`src/rtl/hazard_unit.sv`:
```
// hazard_unit -- pipeline hazard controller for the 5-stage RV32IM core.
//
// Purpose:
//   * EX-stage forwarding selects (ForwardAE / ForwardBE), one selector per
//     operand, both built from the same operand-lane sub-module.
//   * Load-use stall and taken-branch flush control.
//   * Multi-cycle EX occupancy for MUL/DIV via a two-state FSM plus counter.
//
// Ports:
//   clk, rst_n                       core clock, async active-low reset
//   Rs1_D, Rs2_D                     source registers of the ID instruction
//   Rs1_E, Rs2_E, Rd_E               source/dest registers of the EX instruction
//   Rd_M, RegWrite_M                 MEM destination and write enable
//   Rd_W, RegWrite_W, MemToReg_W     WB destination, write enable, load result
//   MemRead_E                        EX instruction is a load
//   PCSrc_E                          branch taken / jump resolved in EX
//   Mul_en_E, Div_en_E               EX holds a MUL / DIV-REM instruction
//   ForwardAE, ForwardBE             operand forward selects
//                                    (00 RF, 10 ALU_out_M, 01 mem data W, 11 ALU_out_W)
//   StallF, StallD, StallE           hold PC, IF/ID, ID/EX
//   FlushD, FlushE, FlushM           clear IF/ID, ID/EX, EX/MEM
//   MOpCapture_E                     one-cycle pulse: EX latches its operands

// Forward select for a single EX operand.
module hazard_fwd_sel (
    input  logic [4:0] rs,
    input  logic [4:0] rd_m,
    input  logic [4:0] rd_w,
    input  logic       reg_write_m,
    input  logic       reg_write_w,
    input  logic       mem_to_reg_w,
    output logic [1:0] sel
);
    logic hit_m;
    logic hit_w;

    // x0 is hard-wired zero, so a write to it never produces a forward.
    assign hit_m = reg_write_m && (rd_m != 5'd0) && (rd_m == rs);
    assign hit_w = reg_write_w && (rd_w != 5'd0) && (rd_w == rs);

    always_comb begin
        sel = 2'b00;
        if (hit_m)
            sel = 2'b10;            // youngest producer wins
        else if (hit_w)
            sel = mem_to_reg_w ? 2'b01 : 2'b11;
    end
endmodule

module hazard_unit #(
    parameter int MUL_LAT = 2,
    parameter int DIV_LAT = 8
) (
    input  logic       clk,
    input  logic       rst_n,
    input  logic [4:0] Rs1_D,
    input  logic [4:0] Rs2_D,
    input  logic [4:0] Rs1_E,
    input  logic [4:0] Rs2_E,
    input  logic [4:0] Rd_E,
    input  logic [4:0] Rd_M,
    input  logic [4:0] Rd_W,
    input  logic       RegWrite_M,
    input  logic       RegWrite_W,
    input  logic       MemRead_E,
    input  logic       MemToReg_W,
    input  logic       PCSrc_E,
    input  logic       Mul_en_E,
    input  logic       Div_en_E,
    output logic [1:0] ForwardAE,
    output logic [1:0] ForwardBE,
    output logic       StallF,
    output logic       StallD,
    output logic       StallE,
    output logic       FlushD,
    output logic       FlushE,
    output logic       FlushM,
    output logic       MOpCapture_E
);
    localparam int NUM_OPS = 2;

    // The counter is 4 bits wide; latencies outside 1..15 cannot be sequenced.
    if (MUL_LAT < 1 || MUL_LAT > 15) begin : g_bad_mul_lat
        $error("hazard_unit: MUL_LAT must be in 1..15");
    end
    if (DIV_LAT < 1 || DIV_LAT > 15) begin : g_bad_div_lat
        $error("hazard_unit: DIV_LAT must be in 1..15");
    end

    localparam logic [3:0] MUL_L = 4'(MUL_LAT);
    localparam logic [3:0] DIV_L = 4'(DIV_LAT);

    // ------------------------------------------------------------------
    // Forwarding: one selector lane per EX operand.
    // ------------------------------------------------------------------
    logic [NUM_OPS-1:0][4:0] rs_e;
    logic [NUM_OPS-1:0][1:0] fwd;

    assign rs_e[0] = Rs1_E;
    assign rs_e[1] = Rs2_E;

    for (genvar i = 0; i < NUM_OPS; i++) begin : g_fwd
        hazard_fwd_sel u_sel (
            .rs          (rs_e[i]),
            .rd_m        (Rd_M),
            .rd_w        (Rd_W),
            .reg_write_m (RegWrite_M),
            .reg_write_w (RegWrite_W),
            .mem_to_reg_w(MemToReg_W),
            .sel         (fwd[i])
        );
    end

    // ------------------------------------------------------------------
    // Load-use detection.
    // ------------------------------------------------------------------
    logic lw_stall;

    assign lw_stall = MemRead_E && (Rd_E != 5'd0) &&
                      ((Rd_E == Rs1_D) || (Rd_E == Rs2_D));

    // ------------------------------------------------------------------
    // M-unit sequencer. cnt counts EX cycles already spent by the current
    // M instruction; release happens in the cycle where cnt reaches LAT-1,
    // giving an EX residency of exactly LAT cycles.
    // ------------------------------------------------------------------
    typedef enum logic {
        IDLE = 1'b0,
        BUSY = 1'b1
    } m_state_t;

    m_state_t   st, st_next;
    logic [3:0] cnt, cnt_next;
    logic [3:0] lat;
    logic       m_start;
    logic       m_stall;
    logic       m_cap;

    assign lat     = Div_en_E ? DIV_L : MUL_L;
    assign m_start = (st == IDLE) && (Mul_en_E || Div_en_E);

    always_ff @(posedge clk or negedge rst_n) begin
        if (!rst_n) begin
            st  <= IDLE;
            cnt <= 4'd0;
        end else begin
            st  <= st_next;
            cnt <= cnt_next;
        end
    end

    always_comb begin
        st_next  = st;
        cnt_next = cnt;
        m_stall  = 1'b0;
        m_cap    = 1'b0;
        case (st)
            IDLE: begin
                // Single-cycle ops pass through without touching the FSM.
                if (m_start && (lat > 4'd1)) begin
                    m_stall  = 1'b1;
                    m_cap    = 1'b1;
                    cnt_next = 4'd1;
                    st_next  = BUSY;
                end
            end
            BUSY: begin
                // '<' rather than '!=' so a corrupted cnt can never run past
                // LAT-1 and wrap; both agree for every legal cnt.
                if (cnt < lat - 4'd1) begin
                    m_stall  = 1'b1;
                    cnt_next = cnt + 4'd1;
                end else begin
                    st_next  = IDLE;
                    cnt_next = 4'd0;
                end
            end
            default: begin
                st_next  = IDLE;
                cnt_next = 4'd0;
            end
        endcase
    end

    // ------------------------------------------------------------------
    // Output combine. mStall dominates: it freezes IF/ID/EX and injects a
    // bubble into MEM, so any flush or load-use action must wait for release.
    // Everything is gated by rst_n so outputs go quiet immediately on reset.
    // ------------------------------------------------------------------
    logic lw_act;
    logic br_act;

    assign lw_act = lw_stall && !m_stall;
    assign br_act = PCSrc_E  && !m_stall;

    assign ForwardAE    = rst_n ? fwd[0] : 2'b00;
    assign ForwardBE    = rst_n ? fwd[1] : 2'b00;
    assign StallF       = rst_n && (m_stall || lw_act);
    assign StallD       = rst_n && (m_stall || lw_act);
    assign StallE       = rst_n && m_stall;
    assign FlushM       = rst_n && m_stall;
    assign FlushD       = rst_n && br_act;
    // A load-use bubble and a branch flush both clear ID/EX.
    assign FlushE       = rst_n && (br_act || lw_act);
    assign MOpCapture_E = rst_n && m_cap;
endmodule

```
`config.mk`:
```
export PLATFORM = sky130hd
export DESIGN_NAME = hazard_unit
export DESIGN_NICKNAME = d
export VERILOG_FILES = /design/src/rtl/hazard_unit.sv
export SDC_FILE = /design/constraint.sdc
export NUM_CORES = 1
export LEC_CHECK = 0
export BUFFER_PORTS_ARGS = -buffer_cell sky130_fd_sc_hd__buf_2
export CORE_ASPECT_RATIO = 0.8
export CORE_MARGIN = 4
export CORE_UTILIZATION = 45
export CTS_BUF_LIST = sky130_fd_sc_hd__clkbuf_2
export DETAILED_ROUTE_END_ITERATION = 10
export MAX_ROUTING_LAYER = met4
export PLACE_DENSITY = 0.95
export SLEW_MARGIN = 15
export SYNTH_ARGS = -nofsm -noshare
export SYNTH_HDL_FRONTEND = slang
export SYNTH_SLANG_ARGS = --single-unit
```
`constraint.sdc`:
```
create_clock -name clk -period 5.45 [get_ports clk]
set_clock_uncertainty 0.15 [all_clocks]
set_input_delay 0.545 -clock clk [delete_from_list [all_inputs] [get_ports clk]]
set_output_delay 0.545 -clock clk [all_outputs]
set_load 0.01 [all_outputs]
```
Word-level counts from Yosys, hierarchy flattened
Index checks and enable logic that the tools add are counted.
{ "word_totals": {"input_bits": 44, "wordCells": 54, "register_bits": 5, "output_inout_bits": 11} }
{ "op_classes": {"n_mux": 15, "addsub": 2, "eq_ne": 7, "n_lt_le_gt_ge": 2, "bitwise": 1, "n_reduce_logical": 25} }
{ "op_table": {"columns": ["op", "count"], "rows": [
  ["equality test 5 bit", 6],
  ["logical AND 1 bit", 17],
  ["nonzero test 5 bit", 3],
  ["2-to-1 mux 2 bit", 7],
  ["2-to-1 mux 4 bit", 3],
  ["case mux 4 bit (2 select lines)", 1],
  ["adder 4 x 1 -> 4 bit, second input constant", 1],
  ["> comparator 4 x 1 -> 1 bit, second input constant", 1],
  ["logical OR 1 bit", 4],
  ["< comparator 4 bit", 1],
  ["subtractor 4 x 1 -> 4 bit, second input constant", 1],
  ["2-to-1 mux 1 bit", 3],
  ["!= test 2 x 1 -> 1 bit, second input constant", 1],
  ["case mux 1 bit (2 select lines)", 1],
  ["zero test 1 bit", 1],
  ["inverter 1 bit", 1]
]} }

Longest topological paths before layout
{ "depth": {"depth_word": 9, "mapped_depth": 7, "depth_no_buf": 6} }

Hierarchy
Synthesis repeated with hierarchy kept, for this count alone.
{ "unflattened": {"cells_unflattened": 103, "area_unflattened_um2": 822.0} }
{ "modules_own_cells": {"columns": ["module", "cells_each", "instances", "seq_area_each_um2", "area_each_um2"], "rows": [
  ["hazard_unit", 61, 1, 125.1, 509.2],
  ["hazard_fwd_sel", 21, 2, 0.0, 156.4]
]} }

Worst setup path after synthesis
OpenSTA, ideal clock, no wires.
{ "synth_path": {"path_kind": "input -> output", "start": "in Div_en_E", "end": "out StallF", "t_required_ns": 4.755, "n_path_buf": 1, "path_slack_ns": 2.955, "arrival_time_ns": 1.800, "stages": 7, "cell_sequence": "inv_1 ha_1 a21oi_1 o211a_1 and2_1 o21bai_1 buf_4"} }
{ "synth_via": {"elab_chain_cells": 9, "elab_cells_between_ends": 14, "cone_classes": "add/sub (1); order compare (2); mux (4); reduce/logical (7)"} }
{ "synth_lines": {"columns": ["element", "line_no", "source"], "rows": [
  ["from (decl)", "69", "input logic Div_en_E,"],
  ["2-to-1 mux 4 bit or logical OR 1 bit (tied branches)", "139, 140", null],
  ["subtractor 4 x 1 -> 4 bit, or another cell as far along", "170", "if (cnt < lat - 4'd1) begin"],
  ["< comparator 4 bit or logical AND 1 bit (tied branches)", "170, 160", null],
  ["2-to-1 mux 1 bit, on equally long branches", "170, 160", null],
  ["case mux 1 bit (2 select lines) (*)", "157", "case (st)"],
  ["named net m_stall", "136", "logic m_stall;"],
  ["zero test 1 bit", "193", "assign lw_act = lw_stall && !m_stall;"],
  ["logical AND 1 bit", "193", null],
  ["logical OR 1 bit (*)", null, null],
  ["logical AND 1 bit (*)", null, null],
  ["to (decl)", "72", "output logic StallF,"]
]} }
Mark *: on every way through the listed nets, which the timed path passes. The rest lies on a longest branch.

Final worst setup path
{ "layout_path": {"start": "in Div_en_E", "end": "out StallD"} }
{ "layout_via": {"elab_chain_cells": 9, "elab_cells_between_ends": 14, "cone_classes": "add/sub (1); order compare (2); mux (4); reduce/logical (7)"} }
{ "layout_lines": {"columns": ["element", "line_no", "source"], "rows": [
  ["2-to-1 mux 4 bit or logical OR 1 bit (tied branches)", "139, 140", null],
  ["subtractor 4 x 1 -> 4 bit, or another cell as far along", "170", null],
  ["< comparator 4 bit or logical AND 1 bit (tied branches)", "170, 160", null],
  ["2-to-1 mux 1 bit, on equally long branches", "170, 160", null],
  ["case mux 1 bit (2 select lines) (*)", "157", null],
  ["named net m_stall", "136", null],
  ["zero test 1 bit", "193", null],
  ["logical AND 1 bit", "193", null],
  ["logical OR 1 bit (*)", "199", "assign StallD = rst_n && (m_stall || lw_act);"],
  ["logical AND 1 bit (*)", "199", null],
  ["to (decl)", "73", "output logic StallD,"]
]} }
Marks and branches as above.

==> flow_summary.yaml <==
global_routing:
  grt_use_total_pct: 19.8
  grt_max_degree: 13
  antenna_found_initial: 0
  grt_pass1_vias: 841
  grt_overflow: 0
  grt_pass1_wl_um: 3510
routing:
  ant_nets: 0
  wl_per_cell_um: 12.9
  drtIter0Drc: 10
  drt_wl_total_um: 2220
  dr.pass1.iters: 4
  vias: 904
  routed_via_density: 5.26
  drc_errors: 0
sta:
  hold_viol_final: 0
  fin_crit_sh_pct: 47.8
  setup_slack_ps: 2850
  tightest_slew_ps: 407
  rsz0062_at_grt: "false"
  max_slew_margin_pct: 72.6
  tns_ps: 0
  post-route-min-period_ps: 2600
  setup_viol: 0
  hold-worst-slack_ps: 45.2
  fmaxAchievable_ghz: 0.384
  final-max-slew-violation-count: 0
layout:
  fin_cells: 172
  fill_cells: 145
  n_antenna_cell: 0
  layout-drive-gt1-share_pct: 42.0
  syn2layout_area_growth_pct: 39.4
  design_area_sq_mm: 0.00107
  fin_nets: 198
  post-route-util_pct: 65.8
synthesis:
  syn_nets: 141
  synth_edf_count: 0
  yosysMostFrequentCell: "xor2_1"
  synth.area.mux_share_pct: 0
  synth-adder-area-share_pct: 4.89
  yosys-top-cells-count: "20 x xor2_1, 10 x xnor2_1, 6 x nor2_1, 6 x nor3_1"
  synth_warnings: 0
  syn_area_per_cell_sq_um: 8.17
  synthArstFlopShare_pct: 100
  postSynthCellCount: 94
  synth-simple-area-share_pct: 23.8
  synth_top_area_share_pct: 22.8
  synthTopCellsByArea: "xor2_1 23%, dfrtp_1 16%, xnor2_1 11%, ha_1 4.9%, nor3_1 3.9%"
  synth_area_sq_um: 768
  synth_compound_area_share_pct: 17.4
  ys.flop_type: "dfrtp_1"
  ys_seq_area_share_pct: 16.3
  synth_top_family_by_area: "XOR/XNOR gates"
  yosysTopAreaCell: "xor2_1"
  ys_ff_latch: 5
  synth_xor_area_share_pct: 34.2
  synth.distinct_cells: 30
clock_network:
  numCtsBuffers: 3
  cts_tree: "done"
  cts.sinks: 5
  holdBufCountCts: 0
  cts_setup_buffers: 0
  clk_latency_ps: 210
  ctsResizeCount: 0
  clk_path_buf_depth: 2
  cts_htree_levels: 1
  clkTransAtPathRegs_ps: 50
  cts-root-buf: "clkbuf_2"
run:
  maxCapViolCount: 0
power:
  p_per_area_mw_per_mm2: 227
  finalPower_mw: 0.243
  power_leakage_nw: 0.534
  peakVddDrop_mv: 0.178
worst_setup_path:
  cp_top_family: "compound AO/OA/AOI/OAI gates"
  cp_max_fo: 5
  crit_chain: "buf_2 > inv_1 > ha_1 > a21oi_1 > o211a_1 > and2_1 > o21bai_1 > buf_2"
  max_stage_delay_ps: 280
  critPathSlowestCell: "ha_1"
  start_kind: "input port"
  required_ps: 4760
  endpoint_kind: "primary output"
  crit_top_cell: "buf_2"
  crit_buf_inv: 3
  arrival_ps: 1910
  critPathKind: "in -> out"
placement:
  placed_cell_area_sq_mm: 0.00105
  numPlacedInstances: 168
  dp_hpwl_um: 2010
  finalWeightedCongestion: 0.914
  io_buffer_count: 54
  place_ws_ps: 2830
floorplanning:
  num_rows: 13
  fp.dieH_um: 45.0
  core_sq_mm: 0.00163
  initial_core_util_pct: 47.2
  ioPinCount: 55
  dieArea_sq_mm: 0.00244
  die_w_um: 54.2
min_path:
  min_path_type: "in -> async"
run_status:
  outcome: "finished clean"
[routing by layer]
metal	GRT usage [%]	vias up	part of all wire, %
met3	0.990	2	9.2
met2	38.7	50	52
met4	2.99	0	0.50
li1	-	449	-
met5	-	-	0
met1	22.2	403	38
[placed cells by master (no fill, tap or decap), types with 2 or more instances in the layout]
cell type,count
dfrtp_1,5
inv_1,3
nand3_1,5
clkbuf_2,4
xnor2_1,10
or4_1,3
nor3_1,6
buf_2,54
ha_1,3
o2bb2ai_1,2
a21oi_1,2
o21ai_0,4
nor3b_1,2
xor2_1,20
o211ai_1,2
nand2_1,4
nor4_1,2
nor2_1,6
[path summary, 6_finish.rpt]
check	from	endpoint	slack [ps]	cells past startpoint
max	Div_en_E	StallD	2850	8
min	rst_n	cnt[2]	50	1
max reg2reg	cnt[2]	cnt[2]	3790	5
min reg2reg	cnt[2]	cnt[2]	390	1
max in group asynchronous	rst_n	st	4900	1
min in group clk	cnt[2]	cnt[2]	390	1
[cell type report]
type / instances / area (sq um) / share of cell area (%)
flip-flops and latches: 5 / 125 / 11.7
inverters: 3 / 11.3 / 1.05
multi-input cells: 84 / 617 / 57.6
repair buffers: 54 / 270 / 25.2
well taps: 22 / 27.5 / 2.57
clock buffers: 4 / 20.0 / 1.87
[sequential cells by signal, summed over array words and instances (netlist names)]
signal	flops
st	1
cnt	4
[cells by family after synthesis]
group / after synthesis
AO/OA/AOI/OAI: 18
XOR/XNOR: 30
adder cells (fa/ha/maj): 3
buffers and inverters: 5
flip-flops: 5
AND/OR/NAND/NOR: 33
[power by group]
part / switching, mW / total, mW / internal [mW]
clock network: 0.0131 / 0.0325 / 0.0194
logic: 0.0749 / 0.143 / 0.0680
registers: 0.0170 / 0.0677 / 0.0507
Note: power is estimated with default switching activity, not from simulation.
